$ cat config.mk
export PLATFORM = sky130hd
export DESIGN_NAME = banked_regfile
export DESIGN_NICKNAME = d
export VERILOG_FILES = /design/src/rtl/banked_regfile.sv
export SDC_FILE = /design/constraint.sdc
export NUM_CORES = 1
export LEC_CHECK = 0
export CAP_MARGIN = 10
export CORE_MARGIN = 10
export CORE_UTILIZATION = 35
export DETAILED_ROUTE_END_ITERATION = 16
export HOLD_SLACK_MARGIN = 0.06
export PLACE_DENSITY = 0.59
export SYNTH_ARGS = -nofsm -noshare
export SYNTH_HDL_FRONTEND = slang
export SYNTH_SLANG_ARGS = --single-unit
export TNS_END_PERCENT = 5
$ cat constraint.sdc
create_clock -name clk -period 4.05 [get_ports clk]
set_input_delay 1.215 -clock clk [delete_from_list [all_inputs] [get_ports clk]]
set_output_delay 1.215 -clock clk [all_outputs]
set_load 0.005 [all_outputs]
$ cat src/rtl/banked_regfile.sv
// banked_regfile: four-bank register file with one write port, two registered read ports and a bank-clear sequencer
// Ports: clk, rst (sync, active-high); bank selects the bank for reads/writes/clear;
//        we/waddr/wdata write port; raddr_a/raddr_b -> rdata_a/rdata_b (1-cycle latency);
//        bank_clr pulse zeroes bank `bank` one register per cycle while busy is high.
// Optional: define BANKED_REGFILE_WRITE_BYPASS_EN to forward an accepted write to a same-address read.
module banked_regfile #(
    parameter int DW = 8,
    parameter int AW = 3
) (
    input  logic          clk,
    input  logic          rst,
    input  logic [1:0]    bank,
    input  logic          we,
    input  logic [AW-1:0] waddr,
    input  logic [DW-1:0] wdata,
    input  logic [AW-1:0] raddr_a,
    input  logic [AW-1:0] raddr_b,
    input  logic          bank_clr,
    output logic [DW-1:0] rdata_a,
    output logic [DW-1:0] rdata_b,
    output logic          busy
);
    localparam int NR = 1 << AW;
    typedef enum logic {IDLE, CLEAR} state_t;
    state_t        state_q, state_d;
    logic [AW-1:0] cnt_q, cnt_d;
    logic [1:0]    clr_bank_q, clr_bank_d;
    logic [DW-1:0] mem_q [4][NR];
    logic [DW-1:0] rdata_a_q, rdata_a_d, rdata_b_q, rdata_b_d;
    logic          wr_ok;
    always_comb begin
        state_d    = state_q;
        cnt_d      = cnt_q;
        clr_bank_d = clr_bank_q;
        wr_ok      = 1'b0;
        if (state_q == IDLE) begin
            if (bank_clr) begin
                state_d    = CLEAR;
                cnt_d      = '0;
                clr_bank_d = bank;
            end else begin
                wr_ok = we;
            end
        end else begin
            cnt_d   = cnt_q + AW'(1);
            state_d = &cnt_q ? IDLE : CLEAR;
        end
    end
    always_comb begin
`ifdef BANKED_REGFILE_WRITE_BYPASS_EN
        rdata_a_d = (wr_ok && raddr_a == waddr) ? wdata : mem_q[bank][raddr_a];
        rdata_b_d = (wr_ok && raddr_b == waddr) ? wdata : mem_q[bank][raddr_b];
`else
        rdata_a_d = mem_q[bank][raddr_a];
        rdata_b_d = mem_q[bank][raddr_b];
`endif
    end
    always_ff @(posedge clk) begin
        if (rst) begin
            state_q    <= IDLE;
            cnt_q      <= '0;
            clr_bank_q <= '0;
            rdata_a_q  <= '0;
            rdata_b_q  <= '0;
            for (int b = 0; b < 4; b++)
                for (int r = 0; r < NR; r++)
                    mem_q[b][r] <= '0;
        end else begin
            state_q    <= state_d;
            cnt_q      <= cnt_d;
            clr_bank_q <= clr_bank_d;
            rdata_a_q  <= rdata_a_d;
            rdata_b_q  <= rdata_b_d;
            // writes are only accepted in IDLE, so they never collide with a clear write
            if (wr_ok)
                mem_q[bank][waddr] <= wdata;
            if (state_q == CLEAR)
                mem_q[clr_bank_q][cnt_q] <= '0;
        end
    end
    assign rdata_a = rdata_a_q;
    assign rdata_b = rdata_b_q;
    assign busy    = (state_q == CLEAR);
endmodule

== Word-level counts from Yosys, hierarchy flattened ==
Memories as Yosys holds them, arrays and structs flattened.
Index checks and enable logic that the tools add are counted.

* Div/mod/pow operators: 0
* Bitwise logic cells: 5
* $mul: 0
* Reduce and logical (&&, ||, !) cells: 7
* Add/sub/neg operators: 1
* Eq/ne operators: 0
* Order comparisons: 6
* Shift operators: 0
* Mux-type cells: 31

{| class="wikitable"
|+ Operators with widths
! cell !! number
|-
| two-way mux 64 bit || 6
|-
| OR reduction 64 bit || 2
|-
| binary-select mux 8 bit (select 3 bit) || 2
|-
| demux 8 bit (select 3 bit) || 2
|-
| two-way mux 8 bit || 6
|-
| >= comparator 4 bit (second input constant) || 4
|-
| inverter 3 -> 4 bit || 4
|-
| two-way mux 1 bit || 11
|-
| < comparator 4 x 1 -> 1 bit (second input constant) || 2
|-
| two-way mux 3 bit || 2
|-
| two-way mux 2 bit || 2
|-
| adder 3 x 1 -> 3 bit (second input constant) || 1
|-
| AND reduction 3 bit || 1
|-
| logical AND 1 bit || 2
|-
| AND reduction 2 bit || 1
|-
| nonzero test 2 bit || 1
|-
| inverter 1 bit || 1
|}

* Memories kept: 1
* Register bits after elaboration: 22
* Logic and storage cells: 56
* RAM bits: 256
* Latch bits: 0
* ROM bits: 0

{| class="wikitable"
|+ Memories
! memory !! depth !! width !! read ports !! clocked after Yosys merged registers in !! wr ports !! RTL line !! source
|-
| mem_q || 4 || 64 || 1 || 0 || 4 || 28 || <nowiki>logic [DW-1:0] mem_q [4][NR];</nowiki>
|}

== Depth between registers and ports, before layout ==
Gate-level depths: netlist of run 1.

* Depth after elaboration: 9
* Gate-level depth with buffers: 8
* Mapped depth without buffers: 4

== Worst setup path after synthesis of run 1 ==
Ideal clock, no wire load.

* Path type: in2reg
* Start: input bank[1]
* End: memory mem_q[0][16] in the netlist's numbering (enable)
* Data arrival time: 2671 ps
* Stages: 7
* Required time: 3716 ps
* Slack: 1044 ps
* Setup time: 334 ps
* Cells stage by stage: buf_4 > buf_4 > nor2_1 > mux2_2 > clkbuf_1 > nand2_1 > nand2b_1

{| class="wikitable"
|+ RTL lines
! element !! RTL line !! source
|-
| start: declaration || 12 || <nowiki>input logic [1:0] bank,</nowiki>
|-
| end: declaration || 28 ||
|}

== Worst setup path after layout of run 1 ==
* Start: input bank[0]
* End: register rdata_a_q[2] (netlist: rdata_a[2])

* Cells in the longest elaborated chain, start to end: 4

{| class="wikitable"
|+ Ends and longest elaborated chain
! element !! RTL line !! source
|-
| memory read (4 x 64 bit) || -- ||
|-
| binary-select mux 8 bit (select 3 bit) || 54 || <nowiki>rdata_a_d = mem_q[bank][raddr_a];</nowiki>
|-
| two-way mux 8 bit (implied by the code) (2 in a row) || 54 ||
|-
| end signal: assignment || 72 || <nowiki>rdata_a_q <= rdata_a_d;</nowiki>
|-
| end: declaration || 29 || <nowiki>logic [DW-1:0] rdata_a_q, rdata_a_d, rdata_b_q, rdata_b_d;</nowiki>
|}

Every way passes these cells. The select of a mux whose other input is x is not followed.
A chain may end at the register's enable or synchronous reset.

==> run summary, run 1 <==
Total Neg Setup Slack: 0 ps
Drt first pass iters: 5
P per Cell Area: 437 nW/um^2
Crit start category: input pin
Crit-path max FO: 37
EDFF count, synth: 256
Die area: 49000 um^2
RSZ-0062 raised after global routing: false
Fmax: 319 MHz
Layout cells sized above 1: 0.185
Sw Share: 0.233
DR vias: 9215
Clk buf depth: 3
Crit. End Element: register
Worst-path clk slew: 60 ps
Row Count: 73
Remaining Overflow, GRT: 0
P_int: 5.46 mW
Predominant post-synthesis flop cell: edfxtp_1
Final Setup Violations: 0
Netlist cell types: 48
Final core utilization: 0.409
Root cell of the clock tree: clkbuf_16
CP Cell Sequence: buf_6 -> buf_4 -> mux4_2 -> nor2b_1 -> a211oi_1 -> a2111oi_0
Worst-path cell with the longest stage delay: a211oi_1
Post-Synthesis Cells: 1072
Sw power: 1.66 mW
Sequential share of power: 0.465
Worst-margin pin slew: 792 ps
Final count of hold timing violations: 0
Post-DP HPWL: 28100 um
Gr usage total: 0.161
Cell taking the most area after synthesis: edfxtp_1
Fillers: 3683
H-tree depth: 1
Worst skew pair latency: 560 ps
Min cycle time layout: 3130 ps
Synth Register Bits: 278
HP Class: reg -> reg
Multi-input logic area: 5600 um^2
I/O Buffers: 39
Clk_skew: 8.13 ps
CTS tree: built
Core Area: 39900 um^2
Io pins: 40
Max-cap viol count: 0
Top cell type's share of synthesized area: 0.541
Register area: 8130 um^2
Crit path DAT: 3530 ps
DRC Markers: 0
Mapped Area: 14200 um^2
Post-CTS setup buffer count: 0
Nets: 1144
Die X: 221 um
# hold bufs at CTS: 0
WL/cell: 24.5 um
Vias in the first global route: 9309
Die Span Y: 221 um
Clock sinks: 278
1st-iter DRT viols: 814
Crit share post-route: 0.774
Most common cell in the netlist: nor2_1
Seq/Total Area, Yosys: 0.572
Top post-synthesis cells by area: edfxtp_1 (54%), mux4_2 (10%), mux2i_1 (7.3%), nor2_1 (7.2%), dfxtp_1 (3.1%)
Syn_nets: 1097
Comb pwr share: 0.107
Critical Setup Path Class: in -> reg
Outcome: finished, final reports clean
Leak: 5.87 nW
Slowest cell delay on critical path: 680 ps
Clock power frac: 0.429
Routability cong.: 0.847
First-pass GRT wire length: 60400 um
Largest net degree at the start of global routing: 54
Family with the most delay on the worst path: compound AO/OA/AOI/OAI gates
Layout area overhead: 14.9%
Post_cts resized: 0
Syn_area_per_cell: 13.2 um^2
Synth warnings: 0
Reg-to-reg setup timing slack: 1350 ps
CTS Buf Count: 31
Initial antenna violation count: 0
Relative slew slack: 0.469
Vias per cell: 5.52
Max Slew Vio Count: 0
Remaining antenna violation count after routing: 0
Data required, critical path: 4440 ps
Commonest cells post-synth: nor2_1 (273), edfxtp_1 (256), mux2i_1 (103), mux4_2 (66), nand2_1 (52)
Asr flop ratio synth: 0
Initial Util: 0.356
Drt total wl: 40900 um
Peak VDD IR: 0.000318 V
Buf/Inv on CP: 2
==> power groups by stage <==
stage,Sequential (mW),Clock (mW),Combinational (mW)
final,3.31,3.06,0.760
after global routing,3.32,3.21,0.804
after CTS,3.31,3.10,0.758
after detailed placement,3.37,0,0.755
after global placement,3.37,0,0.751
after floorplan,3.34,0,0.485
==> area by class of cell <==
class | count | share of cell area
timing repair buffer | 90 | 0.0490
sequential | 278 | 0.498
antenna | 1 | 0.000153
inverter | 4 | 0.000920
tap | 525 | 0.0403
clock inverter | 16 | 0.0159
multi-input combinational | 714 | 0.343
clock buffer | 41 | 0.0523
==> metrics by stage <==
| stage | cell area, um^2 | setup WS, ps | total power, mW | hold WS (ps) | cells |
|---|---|---|---|---|---|
| final | 16300 | 916 | 7.13 | 571 | 1669 |
| after global routing | 16300 | 725 | 7.34 | 608 | 1668 |
| after CTS | 16300 | 969 | 7.17 | 567 | 1668 |
| after detailed placement | 15200 | 398 | 4.13 | 559 | 1611 |
| after global placement | 15200 | 391 | 4.12 | 536 | 1611 |
| after floorplan | 14200 | 1040 | 3.82 | 521 | 1072 |
==> cells in the final DEF (no fill, tap or decap), types with 3 or more instances in the layout <==
cell type | netlist | final
clkinv_1 | 1 | 3
edfxtp_1 | 256 | 256
o32ai_2 | 3 | 3
nand3_1 | 10 | 10
clkinv_2 | 0 | 4
mux4_1 | 9 | 9
buf_4 | 9 | 51
clkbuf_16 | 0 | 31
clkbuf_1 | 33 | 6
a31oi_1 | 11 | 11
nor2_1 | 273 | 273
a221o_1 | 8 | 8
mux2i_1 | 103 | 103
and2_1 | 5 | 5
a221oi_1 | 4 | 4
a2111oi_0 | 4 | 4
nand2b_1 | 39 | 39
a211oi_1 | 5 | 5
dfxtp_1 | 22 | 22
inv_1 | 3 | 3
nand3_2 | 16 | 16
nand2_1 | 52 | 52
a32o_1 | 7 | 7
buf_12 | 1 | 3
clkbuf_8 | 0 | 4
nor2b_1 | 23 | 23
mux4_2 | 66 | 66
bufinv_16 | 0 | 7
a22oi_1 | 18 | 18
clkinvlp_4 | 0 | 3
clkdlybuf4s50_1 | 0 | 34
and3_1 | 3 | 3
a21oi_1 | 19 | 19
mux2_2 | 15 | 15
==> per-layer routing <==
layer | track usage | up-vias | wire [um]
li1 | - | 4119 | -
met1 | 0.207 | 4645 | 16700
met2 | 0.259 | 379 | 19300
met3 | 0.0423 | 72 | 3560
met4 | 0.0553 | 0 | 1350
met5 | 0 | - | 0
==> sequential cells by signal, summed over array words and instances, names as in the netlist <==
register and cells:
rdata_a 8, busy 1, cnt_q 3, clr_bank_q 2, mem_q 256, rdata_b 8
==> kinds of logic (layout without fill, tap and decap cells) <==
family | count (synthesis) | count (layout) | synth area share
and+or+nand+nor | 435 | 435 | 0.140
AOI/OAI and AO/OA | 83 | 83 | 0.0459
muxes | 194 | 194 | 0.207
other | 0 | 1 | 0
adders and majority gates | 2 | 2 | 0.00176
buffers and inverters | 80 | 151 | 0.0330
DFF | 278 | 278 | 0.572
==> final timing paths <==
check,start,to,depth (start not counted)
max,bank[0],rdata_a[2],6
max reg2reg,busy,mem_q[1][45],4
min,clr_bank_q[0],clr_bank_q[0],2
min reg2reg,clr_bank_q[0],clr_bank_q[0],2
==> worst min-delay path, stage by stage (launching register included) <==
cell and delay [ps]:
dfxtp_1 340, mux2i_1 130, nor2_1 50
Note: power is estimated with default switching activity, not from simulation.
==> inputs of run 2 (changes only) <==
--- a/config.mk
+++ b/config.mk
@@ -10,7 +10,7 @@
 export CORE_UTILIZATION = 35
 export DETAILED_ROUTE_END_ITERATION = 16
 export HOLD_SLACK_MARGIN = 0.06
-export PLACE_DENSITY = 0.59
+export PLACE_DENSITY = 0.61
 export SYNTH_ARGS = -nofsm -noshare
 export SYNTH_HDL_FRONTEND = slang
 export SYNTH_SLANG_ARGS = --single-unit
==> constraint.sdc (replaced) <==
create_clock -name clk -period 2.55 [get_ports clk]
set_input_delay 0.765 -clock clk [delete_from_list [all_inputs] [get_ports clk]]
set_output_delay 0.765 -clock clk [all_outputs]
set_load 0.005 [all_outputs]
==> run summary, run 2 (synthesized netlist as in run 1, its figures left out) <==
Row Count: 73
Family with the most delay on the worst path: buffers and inverters
Root cell of the clock tree: clkbuf_16
Commonest non-fill, non-tap cell in the layout: nor2_1
Met2 WL: 20500 um
Initial antenna violation count: 1
H-tree depth: 1
Relative slew slack: 0.589
Nets: 1274
Leak: 6.57 nW
Max-cap viol count: 0
I/O Buffers: 39
Fmax: 420 MHz
Outcome: finished, final reports clean
Clk buf depth: 3
Remaining Overflow, GRT: 0
Final setup margin: 169 ps
Met1 Wirelength: 16800 um
Most frequent cells in the layout: nor2_1 (273), edfxtp_1 (256), buf_4 (154)
Worst-path cell with the longest stage delay: clkdlybuf4s50_1
Die area: 49000 um^2
Crit-path max FO: 9
Crit path DAT: 1620 ps
Max FFs per register: 256
Largest net degree at the start of global routing: 36
Worst-path clk slew: 60 ps
Layout area overhead: 23.4%
Remaining antenna violation count after routing: 0
Post-DP HPWL: 29900 um
Crit share post-route: 0.934
Peak VDD IR: 0.000501 V
# hold bufs at CTS: 0
Final core utilization: 0.439
Pre-CTS WS: -364 ps
Post-route non-filler standard cell count: 1798
Crit start category: register
Clk_skew: 13.8 ps
DR vias: 9899
WL/cell: 23.4 um
CTS tree: built
Routability cong.: 0.889
Worst-margin pin slew: 601 ps
Core Area: 39900 um^2
Buf/Inv on CP: 1
Layout cells sized above 1: 0.265
DRC Markers: 0
DR WL met3: 3510 um
CP Cell Sequence: clkdlybuf4s50_1
Min cycle time layout: 2380 ps
Largest reg by FF count: mem_q
Worst skew pair latency: 570 ps
Critical Setup Path Class: reg -> out
Placed cells: 1742
P per Cell Area: 634 nW/um^2
Slowest cell delay on critical path: 570 ps
HP Class: reg -> reg
Initial Util: 0.356
Final count of hold timing violations: 0
1st-iter DRT viols: 971
RSZ-0062 raised after global routing: false
CTS Buf Count: 30
Gr usage total: 0.164
Final Setup Violations: 0
Max Slew Vio Count: 0
Reg-to-reg setup timing slack: 420 ps
Die Span Y: 221 um
Vias in the first global route: 9829
Drt first pass iters: 5
Post_cts resized: 0
Post-CTS setup buffer count: 0
Clock sinks: 278
Drt total wl: 42100 um
DR top layer: met4
Data required, critical path: 1790 ps
Io pins: 40
Vias per cell: 5.51
Die X: 221 um
First-pass GRT wire length: 61800 um
Crit. End Element: primary output
==> run 2: cell types whose count changed in the layout (fill, tap and decap cells not counted), sizes merged <==
cell	previous run	this run
buf	56	187
bufinv	7	4
clkbuf	41	38
clkinv	7	14
clkinvlp	3	0
==> run 2: final cells by class <==
| cell class | count | area [um^2] |
|---|---|---|
| clock inverters | 17 | 181 |
| clock buffers | 38 | 802 |
| flip-flops and latches | 278 | 8130 |
| diodes | 1 | 2.50 |
| repair buffers | 221 | 2130 |
| well taps | 525 | 657 |
| inverters | 4 | 15.0 |
| fillers | 3608 | 22400 |
| multi-input cells | 714 | 5610 |
==> run 2: power breakdown <==
part | switching [mW] | internal, mW
Sequential | 0.104 | 5.16
Combinational | 0.782 | 0.672
Clock | 1.79 | 2.61
Total | 2.67 | 8.44
==> run 2: layer usage <==
layer  GRT usage  vias up
met5           0        -
met4      0.0494        0
met3      0.0361       77
met2       0.276      412
met1       0.208     5010
li1            -     4400
==> run 2: worst paths after layout <==
check	startpoint	end	cells past startpoint
max reg2reg	busy	mem_q[1][40]	6
min reg2reg	clr_bank_q[0]	clr_bank_q[0]	2
min	clr_bank_q[0]	clr_bank_q[0]	2
max	busy	busy	1
==> run 2: through the flow <==
stage                     cell area, um^2  TNS (ps)  total power [mW]  hold WS (ps)
after floorplan                     14200         0              6.07           521
after global placement              16500    -39980              6.77           543
after detailed placement            16500    -50500              6.79           552
after CTS                           17500         0              11.2           561
after global routing                17500         0              11.4           582
final                               17500         0              11.1           564
==> inputs of run 3 (changes only) <==
--- a/config.mk
+++ b/config.mk
@@ -5,12 +5,12 @@
 export SDC_FILE = /design/constraint.sdc
 export NUM_CORES = 1
 export LEC_CHECK = 0
-export CAP_MARGIN = 10
 export CORE_MARGIN = 10
 export CORE_UTILIZATION = 35
 export DETAILED_ROUTE_END_ITERATION = 16
-export HOLD_SLACK_MARGIN = 0.06
+export HOLD_SLACK_MARGIN = 0.03
 export PLACE_DENSITY = 0.61
+export REMOVE_ABC_BUFFERS = 1
 export SYNTH_ARGS = -nofsm -noshare
 export SYNTH_HDL_FRONTEND = slang
 export SYNTH_SLANG_ARGS = --single-unit
==> run summary, run 3 (synthesized netlist as in run 1, its figures left out) <==
Outcome: finished, final reports clean
Io pins: 40
Commonest non-fill, non-tap cell in the layout: nor2_1
DRC Markers: 0
Drt first pass iters: 7
CP Cell Sequence: clkdlybuf4s50_1
Max FFs per register: 256
Post-CTS setup buffer count: 0
Die X: 221 um
Remaining Overflow, GRT: 0
Initial antenna violation count: 0
RSZ-0062 raised after global routing: false
Die Span Y: 221 um
Critical Setup Path Class: reg -> out
1st-iter DRT viols: 1082
Nets: 1281
Leak: 6.71 nW
Routability cong.: 0.869
Vias per cell: 5.42
Final Setup Violations: 0
Post-route non-filler standard cell count: 1805
Vias in the first global route: 9991
Post_cts resized: 0
HP Class: reg -> reg
Crit. End Element: primary output
# hold bufs at CTS: 0
Relative slew slack: 0.630
Max Slew Vio Count: 0
Clock sinks: 278
Crit share post-route: 0.951
Final core utilization: 0.447
Crit start category: register
Max-cap viol count: 0
Worst skew pair latency: 580 ps
Family with the most delay on the worst path: buffers and inverters
Row Count: 73
Slowest cell delay on critical path: 580 ps
Die area: 49000 um^2
Layout cells sized above 1: 0.273
I/O Buffers: 39
Min cycle time layout: 2420 ps
Clk buf depth: 3
WL/cell: 23.1 um
DR vias: 9785
H-tree depth: 1
Post-DP HPWL: 29700 um
Largest reg by FF count: mem_q
Worst-path cell with the longest stage delay: clkdlybuf4s50_1
Drt total wl: 41700 um
P per Cell Area: 628 nW/um^2
CTS Buf Count: 30
Initial Util: 0.356
Buf/Inv on CP: 1
Worst-path clk slew: 60 ps
Peak VDD IR: 0.000464 V
Layout area overhead: 25.6%
Worst-margin pin slew: 555 ps
Diodes inserted: 0
Most frequent cells in the layout: nor2_1 (273), edfxtp_1 (256), buf_4 (142)
Crit path DAT: 1660 ps
Root cell of the clock tree: clkbuf_16
Largest net degree at the start of global routing: 45
Gr usage total: 0.165
Crit-path max FO: 10
Remaining antenna violation count after routing: 0
Data required, critical path: 1790 ps
CTS tree: built
Final count of hold timing violations: 0
First-pass GRT wire length: 62500 um
Clk_skew: 19.4 ps
Placed cells: 1749
Core Area: 39900 um^2
Fmax: 412 MHz
[run 3: cell types whose count changed in the layout (fill, tap and decap cells not counted), sizes merged]
cell | previous run | this run
buf | 187 | 194
bufinv | 4 | 3
clkinv | 14 | 13
clkbuf | 38 | 40
clkinvlp | 0 | 1
diode | 1 | 0
[run 3: cell type report]
type                       count  area, um^2
fill                        3535       22100
sequential                   278        8130
multi-input combinational    714        5600
timing repair buffer         228        2420
clock buffer                  40         840
tap                          525         657
clock inverter                16         168
inverter                       4        15.0
[run 3: metrics by stage]
step	worst slack [ps]	TNS, ps	power, mW	cell area (um^2)	hold WS [ps]
2_1_floorplan	-58.8	-2520	5.92	13700	518
4_1_cts	116	0	11.3	17800	562
3_3_place_gp	-230	-55020	6.83	16800	542
3_5_place_dp	-227	-45120	6.85	16800	554
5_1_grt	59.1	0	11.5	17800	603
6_report	126	0	11.2	17800	566
[run 3: power breakdown]
group,total (mW),switching [mW],internal [mW],leakage [nW]
Sequential,5.26,0.101,5.16,2.84
Clock,4.43,1.82,2.61,0.498
Combinational,1.51,0.789,0.719,3.37
Total,11.2,2.71,8.49,6.71
[run 3: worst paths after layout]
kind,start,end,slack [ps],depth (start not counted)
hold / removal,clr_bank_q[1],clr_bank_q[1],570,2
setup / recovery,busy,busy,130,1
setup reg to reg,busy,mem_q[2][61],430,6
hold reg to reg,clr_bank_q[1],clr_bank_q[1],570,2
[run 3: routing by layer]
metal / track usage / routed length [um] / up-vias
met1: 0.227 / 18000 / 4874
li1: - / - / 4400
met4: 0.0558 / 1170 / 0
met3: 0.0227 / 3210 / 69
met2: 0.263 / 19300 / 442
met5: 0 / 0 / -
